$ cat src/rtl/packet_collector.sv
// Store-and-forward collector: buffers one TLP or DLLP payload, validates
// framing and length, then drains it downstream with a valid/ready handshake.
//
// Ports:
//   clk, rst_n            clock, synchronous active-low reset
//   byte_valid            qualifies data_in, type_in and ctx_in
//   data_in [7:0]         classified byte from the upstream checker
//   type_in [2:0]         byte class (data, starts, ends, edb, not_valid)
//   ctx_in  [1:0]         next framing context from the checker
//   ctx_q   [1:0]         registered context, fed back to the checker
//   out_data/valid/sop/eop/kind, out_ready   drain side handshake
//   err_overflow, err_len, err_framing, err_busy, pkt_drop   event pulses
module packet_collector #(
    parameter int MAX_LEN  = 64,
    parameter int DLLP_LEN = 6
) (
    input  logic       clk,
    input  logic       rst_n,
    input  logic       byte_valid,
    input  logic [7:0] data_in,
    input  logic [2:0] type_in,
    input  logic [1:0] ctx_in,
    output logic [1:0] ctx_q,
    output logic [7:0] out_data,
    output logic       out_valid,
    output logic       out_sop,
    output logic       out_eop,
    output logic [1:0] out_kind,
    input  logic       out_ready,
    output logic       err_overflow,
    output logic       err_len,
    output logic       err_framing,
    output logic       err_busy,
    output logic       pkt_drop
);

    localparam int LW = $clog2(MAX_LEN) + 1;
    localparam int AW = (MAX_LEN > 1) ? $clog2(MAX_LEN) : 1;

    localparam logic [2:0] T_DATA   = 3'b000;
    localparam logic [2:0] T_TSTART = 3'b001;
    localparam logic [2:0] T_TEND   = 3'b010;
    localparam logic [2:0] T_DSTART = 3'b011;
    localparam logic [2:0] T_DEND   = 3'b100;
    localparam logic [2:0] T_EDB    = 3'b101;

    localparam logic [1:0] K_TLP  = 2'b01;
    localparam logic [1:0] K_DLLP = 2'b10;

    typedef enum logic [1:0] {
        IDLE,
        COLLECT,
        DRAIN
    } state_t;

    state_t        state, state_d;
    logic [LW-1:0] len, len_d;
    logic [LW-1:0] rd, rd_d;
    logic [1:0]    kind, kind_d;
    logic          wr_en;
    logic          ovf_d, len_err_d, frm_d, busy_d, drop_d;
    logic          last;
    logic [7:0]    mem [MAX_LEN];

    assign last = (rd == len - LW'(1));

    always_comb begin
        state_d   = state;
        len_d     = len;
        rd_d      = rd;
        kind_d    = kind;
        wr_en     = 1'b0;
        ovf_d     = 1'b0;
        len_err_d = 1'b0;
        frm_d     = 1'b0;
        busy_d    = 1'b0;
        drop_d    = 1'b0;
        unique case (state)
            IDLE: begin
                if (byte_valid && type_in == T_TSTART) begin
                    state_d = COLLECT;
                    kind_d  = K_TLP;
                    len_d   = '0;
                end else if (byte_valid && type_in == T_DSTART) begin
                    state_d = COLLECT;
                    kind_d  = K_DLLP;
                    len_d   = '0;
                end
            end
            COLLECT: begin
                if (byte_valid) begin
                    case (type_in)
                        T_DATA: begin
                            if (len == LW'(MAX_LEN)) begin
                                ovf_d   = 1'b1;
                                state_d = IDLE;
                            end else begin
                                wr_en = 1'b1;
                                len_d = len + LW'(1);
                            end
                        end
                        T_TEND: begin
                            state_d = IDLE;
                            if (kind != K_TLP) begin
                                frm_d = 1'b1;
                            end else if (len != '0) begin
                                state_d = DRAIN;
                            end else begin
                                len_err_d = 1'b1;
                            end
                        end
                        T_DEND: begin
                            state_d = IDLE;
                            if (kind != K_DLLP) begin
                                frm_d = 1'b1;
                            end else if (len == LW'(DLLP_LEN)) begin
                                state_d = DRAIN;
                            end else begin
                                len_err_d = 1'b1;
                            end
                        end
                        T_EDB: begin
                            drop_d  = 1'b1;
                            state_d = IDLE;
                        end
                        // A new start aborts the current packet but is
                        // itself kept, so the new packet loses nothing.
                        T_TSTART: begin
                            frm_d  = 1'b1;
                            kind_d = K_TLP;
                            len_d  = '0;
                        end
                        T_DSTART: begin
                            frm_d  = 1'b1;
                            kind_d = K_DLLP;
                            len_d  = '0;
                        end
                        default: ;
                    endcase
                end
            end
            DRAIN: begin
                if (byte_valid &&
                    (type_in == T_TSTART || type_in == T_DSTART)) begin
                    busy_d = 1'b1;
                end
                if (out_ready) begin
                    if (last) begin
                        state_d = IDLE;
                        rd_d    = '0;
                    end else begin
                        rd_d = rd + LW'(1);
                    end
                end
            end
            default: state_d = IDLE;
        endcase
    end

    always_ff @(posedge clk) begin
        if (!rst_n) begin
            state        <= IDLE;
            len          <= '0;
            rd           <= '0;
            kind         <= '0;
            ctx_q        <= '0;
            err_overflow <= 1'b0;
            err_len      <= 1'b0;
            err_framing  <= 1'b0;
            err_busy     <= 1'b0;
            pkt_drop     <= 1'b0;
        end else begin
            state        <= state_d;
            len          <= len_d;
            rd           <= rd_d;
            kind         <= kind_d;
            err_overflow <= ovf_d;
            err_len      <= len_err_d;
            err_framing  <= frm_d;
            err_busy     <= busy_d;
            pkt_drop     <= drop_d;
            if (byte_valid) begin
                ctx_q <= ctx_in;
            end
        end
    end

    // Payload storage is deliberately not reset.
    always_ff @(posedge clk) begin
        if (wr_en) begin
            mem[len[AW-1:0]] <= data_in;
        end
    end

    assign out_valid = (state == DRAIN);
    assign out_sop   = out_valid && (rd == '0);
    assign out_eop   = out_valid && last;
    assign out_kind  = out_valid ? kind : 2'b00;
    assign out_data  = out_valid ? mem[rd[AW-1:0]] : 8'h00;

endmodule
$ cat config.mk
export PLATFORM = sky130hd
export DESIGN_NAME = packet_collector
export DESIGN_NICKNAME = d
export VERILOG_FILES = /design/src/rtl/packet_collector.sv
export SDC_FILE = /design/constraint.sdc
export NUM_CORES = 1
export LEC_CHECK = 0
export CAP_MARGIN = 20
export CORE_ASPECT_RATIO = 0.8
export CORE_MARGIN = 5
export CORE_UTILIZATION = 45
export DETAILED_ROUTE_END_ITERATION = 10
export GPL_TIMING_DRIVEN = 0
export SLEW_MARGIN = 10
export SYNTH_ARGS = -nofsm -noshare
export SYNTH_HDL_FRONTEND = slang
export SYNTH_SLANG_ARGS = --single-unit
$ cat constraint.sdc
create_clock -name clk -period 5.55 [get_ports clk]
set_clock_uncertainty 0.15 [all_clocks]
set_input_delay 1.11 -clock clk [delete_from_list [all_inputs] [get_ports clk]]
set_output_delay 1.11 -clock clk [all_outputs]
set_load 0.02 [all_outputs]
==> flow_metrics.env <==
export IMPL_nets=1232
export IMPL_final_cell_count_no_fill=1869
export IMPL_syn_num_nets=1134
export IMPL_cp_slowest_stage_delay_ns=0.79
export IMPL_synth_warnings=0
export IMPL_r2r_slack_ns=1.30
export IMPL_dpl_cell_count=1776
export IMPL_die_area_um2=52600
export IMPL_synth_top_family_by_area="multiplexers"
export IMPL_timing_final_crit_period_ns=5.51
export IMPL_final_fill_count=3792
export IMPL_grt_first_pass_wirelength_mm=82.3
export IMPL_tightest_slew_ns=1.18
export IMPL_antenna_found_initial=0
export IMPL_drt_iter0_markers=1301
export IMPL_outcome="finished clean"
export IMPL_p_leak_nw=7.39
export IMPL_min_to="ctx_q[0]"
export IMPL_slew_viol_final=0
export IMPL_dieHeight_um=206
export IMPL_cts_buffers=52
export IMPL_synth_enable_flop_cells=512
export IMPL_crit_slowest_cell="clkbuf_1"
export IMPL_fmax_mhz=182
export IMPL_required_ns=4.29
export IMPL_rsz0062_at_grt="false"
export IMPL_clock_latency_ns=0.58
export IMPL_cts_tree="built"
export IMPL_end_kind="output pin"
export IMPL_synth_cell_area_um2=21600
export IMPL_drc=0
export IMPL_synth_flop_cell="edfxtp_1"
export IMPL_worstHoldPathCells=2
export IMPL_first_global_vias=11300
export IMPL_path_common_cell="buf_2"
export IMPL_yosys_area_share_simple=0.0481
export IMPL_post_route_util=0.519
export IMPL_clk_path_buf_depth=3
export IMPL_tns_ns=0
export IMPL_hp_class="reg -> reg"
export IMPL_yosysTopAreaCell="edfxtp_1"
export IMPL_clk_pin_slew_ns=0.06
export IMPL_gp_congestion=0.891
export IMPL_wl_per_cell_um=31.2
export IMPL_ios=37
export IMPL_finalSetupViolations=0
export IMPL_synth_compound_area_frac=0.0277
export IMPL_maxCapViolations=0
export IMPL_htreeDepth=2
export IMPL_routed_wl_mm=58.3
export IMPL_preCtsSetupSlack_ns=0.0736
export IMPL_synth_xor_area_share=0.00688
export IMPL_synth_mux_area_fraction=0.159
export IMPL_vias=11400
export IMPL_grt_use_total=0.223
export IMPL_clkSinkCount=543
export IMPL_hold_viol=0
export IMPL_grt_ovfl_total=0
export IMPL_r2r_start="len[0]"
export IMPL_rows=71
export IMPL_cts_hold_buf=0
export IMPL_portBuffers=35
export IMPL_ir_worst_vdd_mv=0.275
export IMPL_ys_seq_area_frac=0.739
export IMPL_hp_start="ctx_q[0]"
export IMPL_relSlewSlack=0.210
export IMPL_post_route_period_util=0.992
export IMPL_grt_max_degree=50
export IMPL_startpoint_type="flop"
export IMPL_fp_coreArea_um2=47300
export IMPL_whs_ns=0.369
export IMPL_synthArstFlopShare=0
export IMPL_area_growth_pct=13.4
export IMPL_yosys_register_bits=543
export IMPL_cp_max_fo=10
export IMPL_dr_pass1_iters=6
export IMPL_reg2regPathDepth=10
export IMPL_final_area_um2=24500
export IMPL_synthCells=1112
export IMPL_yosys_area_top_type_share=0.711
export IMPL_regToRegEndpoint="mem[56][0]"
export IMPL_crit_type="reg -> out"
export IMPL_crit_chain="buf_2 > buf_2 > clkbuf_1 > mux2i_1 > nand2_1 > nand3_1 > o22ai_1 > clkdlybuf4s50_1"
export IMPL_total_power_mw=7.96
export IMPL_ant_nets=0
export IMPL_synth_area_leaders="edfxtp_1, mux4_2, dfxtp_1, mux2i_1, nor2_1"
export IMPL_fp_dieW_um=255
export IMPL_synth_common_cells="edfxtp_1, mux4_2, nor2_1, mux2i_1, nand2_1"
export IMPL_place_hpwl_mm=38.5
export IMPL_finalWorstSetupSlack_ns=0.0417
export IMPL_syn_area_per_cell_um2=19.5
export IMPL_ys_types=60
export IMPL_pwr_density_cell_nw_per_um2=324
export IMPL_start_util=0.458
export IMPL_post_synth_top_count_cell="edfxtp_1"
export IMPL_drive_above_1_share=0.214
export IMPL_place_area_um2=22900
export IMPL_root_buffer="clkbuf_16"
export IMPL_critPathArrivalTime_ns=4.25
export IMPL_postCtsSetupBuffers=0
export IMPL_synth_fa_ha_area_frac=0.00289
export IMPL_routed_via_density=6.09
how the worst max path moves through the flow:
stage	from	endpoint	cells after the start
after floorplan	len[0]	out_eop	7
after global placement	flop	out_data[0]	8
after detailed placement	flop	out_data[0]	8
after CTS	flop	out_data[6]	9
after global routing	flop	out_data[1]	8
final	flop	out_data[7]	8
cell usage in the layout, fill, tap and decap left out, types with 8 or more instances in the layout:
cell and instances:
buf_2 23, a211oi_1 12, nand3_1 16, mux2i_1 43
xnor2_1 8, nor2_1 85, a21oi_1 17, mux4_2 128
dfxtp_1 31, clkbuf_16 53, mux2_2 10, buf_4 14
xor2_1 9, edfxtp_1 512, nand2_1 42, o21ai_0 12
clkinv_1 12, clkbuf_1 38, clkdlybuf4s50_1 27
power breakdown:
group          internal [mW]  total, mW  switching [mW]
combinational         0.0353      0.136           0.100
sequential              4.48       4.48         0.00287
clock                   1.87       3.34            1.48
total                   6.38       7.96            1.58
state kept, by name, summed over array words and instances, names as in the netlist, named ones only:
signal / cells
ctx_q: 2
err_busy: 1
err_framing: 1
err_len: 1
err_overflow: 1
kind: 2
len: 7
mem: 512
pkt_drop: 1
rd: 7
state: 2
cell families (layout without fill, tap and decap cells):
kind of cell,Yosys count,count (layout)
AND/OR/NAND/NOR,209,209
buffers and inverters,70,205
multiplexers,182,182
AO/OA/AOI/OAI,86,86
adder cells (fa/ha/maj),5,5
flip-flops,543,543
XOR/XNOR,17,17
other,0,2
per-layer routing:
layer	GRT usage	part of all wire
met5	0.00286	0
met4	0.0580	0.026
met3	0.0844	0.11
met2	0.319	0.44
met1	0.324	0.43
worst max-delay path, delay by kind of cell (launching register included):
kind | cells | cell delay [ns]
and+or+nand+nor | 2 | 0.29
AOI/OAI and AO/OA | 1 | 0.48
DFF | 1 | 0.32
muxes | 1 | 0.21
buffers and inverters | 4 | 2.36
layout make-up:
cell class                 instances  area [µm²]  area share
timing repair buffer              44         505      0.0206
inverter                          10        37.5     0.00153
multi-input combinational        499        5320       0.217
clock inverter                    17         128     0.00520
tap                              620         776      0.0316
clock buffer                      74        1430      0.0581
sequential                       543       16000       0.652
antenna                            2        5.00    0.000204
buffer                            60         333      0.0136
repair_timing:
action / CTS / global route
cloned: 0 / 0
gates resized for setup: 9 / 5
setup endpoints to repair: 5 / 4
Power figures use the tool's default switching activity.
